<file path="src/rtl/led_pkg.sv">
// Shared definitions for the LED PWM block family: default counter width
// and the PWM decoder measurement state encoding.
package led_pkg;

    localparam int unsigned LED_CNT_W = 13;

    typedef enum logic [1:0] {
        ST_IDLE = 2'd0,
        ST_ARM  = 2'd1,
        ST_HIGH = 2'd2,
        ST_LOW  = 2'd3
    } meas_state_t;

endpackage

</file>
<file path="src/rtl/pwm_edge_sync.sv">
// Two-flop synchronizer plus delay flop for an asynchronous waveform;
// presents the synchronized level and single-cycle rise/fall indications.
module pwm_edge_sync (
    input  logic clk,
    input  logic rst,
    input  logic i_async,
    output logic o_level,
    output logic o_rise_c,
    output logic o_fall_c
);

    logic r_s1;
    logic r_s2;
    logic r_d;

    always_ff @(posedge clk or posedge rst) begin
        if (rst) begin
            r_s1 <= 1'b0;
            r_s2 <= 1'b0;
            r_d  <= 1'b0;
        end else begin
            r_s1 <= i_async;
            r_s2 <= r_s1;
            r_d  <= r_s2;
        end
    end

    assign o_level  = r_s2;
    assign o_rise_c = r_s2 & ~r_d;
    assign o_fall_c = ~r_s2 & r_d;

endmodule

</file>
<file path="src/rtl/led_pwm_decoder.sv">
// Measures high time and rise-to-rise period of one PWM waveform in clock
// cycles, strobing each completed period and flagging stuck lines.
module led_pwm_decoder
    import led_pkg::*;
#(
    parameter int unsigned N = LED_CNT_W
) (
    input  logic         clk,
    input  logic         rst,
    input  logic         enable,
    input  logic         pwm_in,
    output logic [N-1:0] high_time,
    output logic [N-1:0] period,
    output logic         meas_valid,
    output logic         stuck_high,
    output logic         stuck_low
);

    localparam logic [N-1:0] CNT_MAX = '1;

    logic        w_level;
    logic        w_rise;
    logic        w_fall;
    logic        w_timeout;
    logic [N-1:0] w_pcnt_inc;
    logic [N-1:0] w_hcnt_inc;

    meas_state_t  r_state;
    logic [N-1:0] r_hcnt;
    logic [N-1:0] r_pcnt;

    pwm_edge_sync u_sync (
        .clk      (clk),
        .rst      (rst),
        .i_async  (pwm_in),
        .o_level  (w_level),
        .o_rise_c (w_rise),
        .o_fall_c (w_fall)
    );

    // Counters saturate; a rise coinciding with a full period still reports.
    assign w_timeout  = (r_pcnt == CNT_MAX) & ~w_rise;
    assign w_pcnt_inc = (r_pcnt == CNT_MAX) ? r_pcnt : r_pcnt + N'(1);
    assign w_hcnt_inc = (r_hcnt == CNT_MAX) ? r_hcnt : r_hcnt + N'(1);

    always_ff @(posedge clk or posedge rst) begin
        if (rst) begin
            r_state    <= ST_IDLE;
            r_hcnt     <= '0;
            r_pcnt     <= '0;
            high_time  <= '0;
            period     <= '0;
            meas_valid <= 1'b0;
            stuck_high <= 1'b0;
            stuck_low  <= 1'b0;
        end else begin
            meas_valid <= 1'b0;
            if (!enable) begin
                r_state    <= ST_IDLE;
                r_hcnt     <= '0;
                r_pcnt     <= '0;
                stuck_high <= 1'b0;
                stuck_low  <= 1'b0;
            end else begin
                case (r_state)
                    ST_IDLE: begin
                        r_hcnt  <= '0;
                        r_pcnt  <= '0;
                        r_state <= ST_ARM;
                    end
                    ST_ARM: begin
                        if (w_rise) begin
                            r_hcnt  <= N'(1);
                            r_pcnt  <= N'(1);
                            r_state <= ST_HIGH;
                        end else if (w_timeout) begin
                            stuck_high <= w_level;
                            stuck_low  <= ~w_level;
                            r_hcnt     <= '0;
                            r_pcnt     <= '0;
                        end else begin
                            r_pcnt <= w_pcnt_inc;
                        end
                    end
                    ST_HIGH: begin
                        if (w_timeout) begin
                            stuck_high <= w_level;
                            stuck_low  <= ~w_level;
                            r_hcnt     <= '0;
                            r_pcnt     <= '0;
                            r_state    <= ST_ARM;
                        end else begin
                            r_pcnt <= w_pcnt_inc;
                            if (w_level) r_hcnt <= w_hcnt_inc;
                            if (w_fall)  r_state <= ST_LOW;
                        end
                    end
                    ST_LOW: begin
                        if (w_rise) begin
                            high_time  <= r_hcnt;
                            period     <= r_pcnt;
                            meas_valid <= 1'b1;
                            stuck_high <= 1'b0;
                            stuck_low  <= 1'b0;
                            r_hcnt     <= N'(1);
                            r_pcnt     <= N'(1);
                            r_state    <= ST_HIGH;
                        end else if (w_timeout) begin
                            stuck_high <= w_level;
                            stuck_low  <= ~w_level;
                            r_hcnt     <= '0;
                            r_pcnt     <= '0;
                            r_state    <= ST_ARM;
                        end else begin
                            r_pcnt <= w_pcnt_inc;
                        end
                    end
                    default: r_state <= ST_IDLE;
                endcase
            end
        end
    end

endmodule
</file>
<file path="config.mk">
export PLATFORM = sky130hd
export DESIGN_NAME = led_pwm_decoder
export DESIGN_NICKNAME = d
export VERILOG_FILES = /design/src/rtl/led_pkg.sv /design/src/rtl/pwm_edge_sync.sv /design/src/rtl/led_pwm_decoder.sv
export SDC_FILE = /design/constraint.sdc
export NUM_CORES = 1
export LEC_CHECK = 0
export BUFFER_PORTS_ARGS = -buffer_cell sky130_fd_sc_hd__buf_4
export CAP_MARGIN = 10
export CORE_MARGIN = 2
export CORE_UTILIZATION = 45
export DETAILED_ROUTE_END_ITERATION = 12
export SLEW_MARGIN = 25
export SYNTH_ARGS = -nofsm -noshare
export SYNTH_HDL_FRONTEND = slang
export SYNTH_SLANG_ARGS = --single-unit
</file>
<file path="constraint.sdc">
create_clock -name clk -period 2.7 [get_ports clk]
set_clock_uncertainty 0.1 [all_clocks]
set_input_delay 0.405 -clock clk [delete_from_list [all_inputs] [get_ports clk]]
set_output_delay 0.405 -clock clk [all_outputs]
set_load 0.1 [all_outputs]
</file>
==> results.cfg <==
[final_layout]
fillers = 535
diodes = 0
drive_gt1_share_pct = 30.2
syn_to_final_growth_pct = 20.1
final_nets = 296

[timing]
relSlewSlack_pct = 56.8
fin_crit_sh_pct = 90.7
max_freq_mhz = 409
rsz0062_at_grt = no
setup_tns_ns = 0
setup_viol = 0
drv_slew = 0
worst_slew_pin_slew_ns = 0.643
whs_ns = 0.0138
hold_viol_final = 0
finalCriticalPeriod_ns = 2.45

[floorplanning]
start_util_pct = 46.7
die-area_um2 = 6820
die_width_um = 82.6
row_count = 28
io-pin-count = 33
coreArea_um2 = 5960
die_h_um = 82.6

[logic_synthesis]
yosys_warnings = 0
ys_top_cells_by_count = 60 x dfrtp_1, 26 x mux2_2, 25 x nor2_1, 20 x nand2_1, 11 x nand3_1
synthTopCellsByArea = dfrtp_1 54%, mux2_2 11%, nor2_1 3.4%
ys_seq_area_share_pct = 54.0
synthCells = 247
synth_top_family_by_area = simple AND/OR/NAND/NOR gates
synth_xor_area_share_pct = 2.52
syn_area_um2 = 2780
synth_top_flop_cell = dfrtp_1
synth_area_per_cell_um2 = 11.3
synthAdderAreaFrac_pct = 0.900
synth_top_area_share_pct = 54.0
synth-simple-area-share_pct = 17.9
synth_edf_count = 0
yosys-mux-area-fraction_pct = 11.3
ys_types = 51
synth_compound_area_share_pct = 10.9
ys_ff_latch = 60
synth-async-reset-ratio_pct = 100
synth_nets = 253
synth_top_area_cell = dfrtp_1
synth.most_common_cell = dfrtp_1

[global_routing]
antenna_found_initial = 0
grt_pass1_vias = 1998
overflow = 0
grt_max_degree = 36
grt_pass1_wl_um = 9410
grt_usage_pct = 18.6

[drt]
drtPass1Iterations = 4
via_count = 2039
via_per_inst = 5.51
route.detailed.drc = 0
ant_nets = 0
drt-total-wl_um = 5600
wl_per_cell_um = 15.1
drt-initial-drc-count = 126

[power]
vdd_drop_max_uv = 432
pwr_density_cell_nw_per_um2 = 557
finalPower_mw = 1.86
power_leakage_nw = 1.58

[critical_path]
crit_arrival_ns = 2.57
cp_data_required_time_ns = 2.82
cp-end-kind = flop
path_cells = ha_1 > nand3_1 > nor4_1 > or3_1 > nor2_1 > a221o_1
path_class = reg2reg
path_buf_inv = 0
critical_path.max_stage_delay_ns = 0.45
start_kind = flop
path_delay_family = simple AND/OR/NAND/NOR gates
slowest_stage = or3_1
cp_max_fo = 14

[placed_design]
hpwl_um = 3900
io_buffers = 32
gp_congestion = 0.877

[worst_hold_path]
hp-class = in2async

[clock_tree]
clk_latency_ns = 0.34
cts_buffers = 9
cts_resized = 0
hold_buffers = 0
cts_setup_buffers = 0
clkSinkCount = 60
cts_max_path_buffers = 2
htreeDepth = 3
clk_pin_slew_ns = 0.07
cts_tree = built
cts_root_buf = clkbuf_8

[job]
drv_cap = 0

[outcome]
status = finished, final reports clean
[per-stage QoR]
step	setup slack, ns	utilization [%]	std cells	instance area (um2)
finish	0.252	56.0	370	3340
global route	0.0469	56.0	370	3340
CTS	0.272	56.0	370	3340
detailed placement	0.298	52.6	354	3130
global placement	0.404	52.6	354	3130
floorplan	0.635	-	247	2780
[cell usage in the layout, fill, tap and decap left out, types with 4 or more instances in the layout]
cell type / synthesis / routed
a22o_1: 7 / 7
buf_4: 0 / 39
clkbuf_8: 0 / 11
dfrtp_1: 60 / 60
inv_1: 5 / 4
mux2_2: 26 / 26
nand2_1: 20 / 20
nand3_1: 11 / 11
nand4_1: 5 / 5
nor2_1: 25 / 25
nor2b_1: 4 / 4
nor3_1: 10 / 10
o21ai_0: 5 / 5
xnor2_1: 7 / 7
[final timing paths]
check                           depth (start not counted)  slack [ns]        start              to
worst min register to register                          0        0.25  u_sync.r_s1  u_sync.o_level
worst min-delay path                                    2        0.01          rst       period[8]
max in group asynchronous                               3        1.91          rst   high_time[12]
worst max register to register                          6        0.25    r_hcnt[0]       r_hcnt[6]
min in group clk                                        1        0.08       pwm_in     u_sync.r_s1
worst max-delay path                                    6        0.25    r_hcnt[0]       r_hcnt[6]
[power by group]
part           total (mW)  switching, mW  internal (mW)
Clock               0.822          0.349          0.474
Sequential          0.922         0.0136          0.909
Combinational       0.115         0.0781         0.0367
Total                1.86          0.440           1.42
[state kept, by name, summed over array words and instances, names as in the netlist]
name and count:
u_sync.r_s1 1, r_state 2, r_hcnt 13, period 13, stuck_high 1, high_time 13
meas_valid 1, r_pcnt 13, stuck_low 1, u_sync.r_d 1, u_sync.o_level 1
[worst reg2reg max path, cell delays in order (launching register included)]
cell	delay, ns
dfrtp_1	0.43
ha_1	0.25
nand3_1	0.18
nor4_1	0.44
or3_1	0.46
nor2_1	0.17
a221o_1	0.31
[cell families after synthesis]
kind of cell | after synthesis
flops | 60
compound gates | 40
mux | 28
buf+inv | 13
simple gates | 96
xor+xnor | 8
fa+ha+maj | 2
[cell type report]
| cell class | count | area (um2) | area share (%) |
|---|---|---|---|
| clock buffer | 12 | 155 | 4.65 |
| tap | 75 | 93.8 | 2.81 |
| multi-input combinational | 174 | 1210 | 36.2 |
| inverter | 5 | 18.8 | 0.562 |
| sequential | 60 | 1500 | 45.0 |
| timing repair buffer | 40 | 313 | 9.37 |
| clock inverter | 4 | 47.5 | 1.42 |
[per-layer routing]
layer / global-route usage, % / up-vias / part of all wire, %
li1: - / 995 / -
met1: 25.5 / 984 / 49
met2: 26.8 / 49 / 44
met3: 4.02 / 11 / 4.2
met4: 11.1 / 0 / 2.8
met5: 0 / - / 0
No activity file was read; power rests on OpenSTA's default activity.
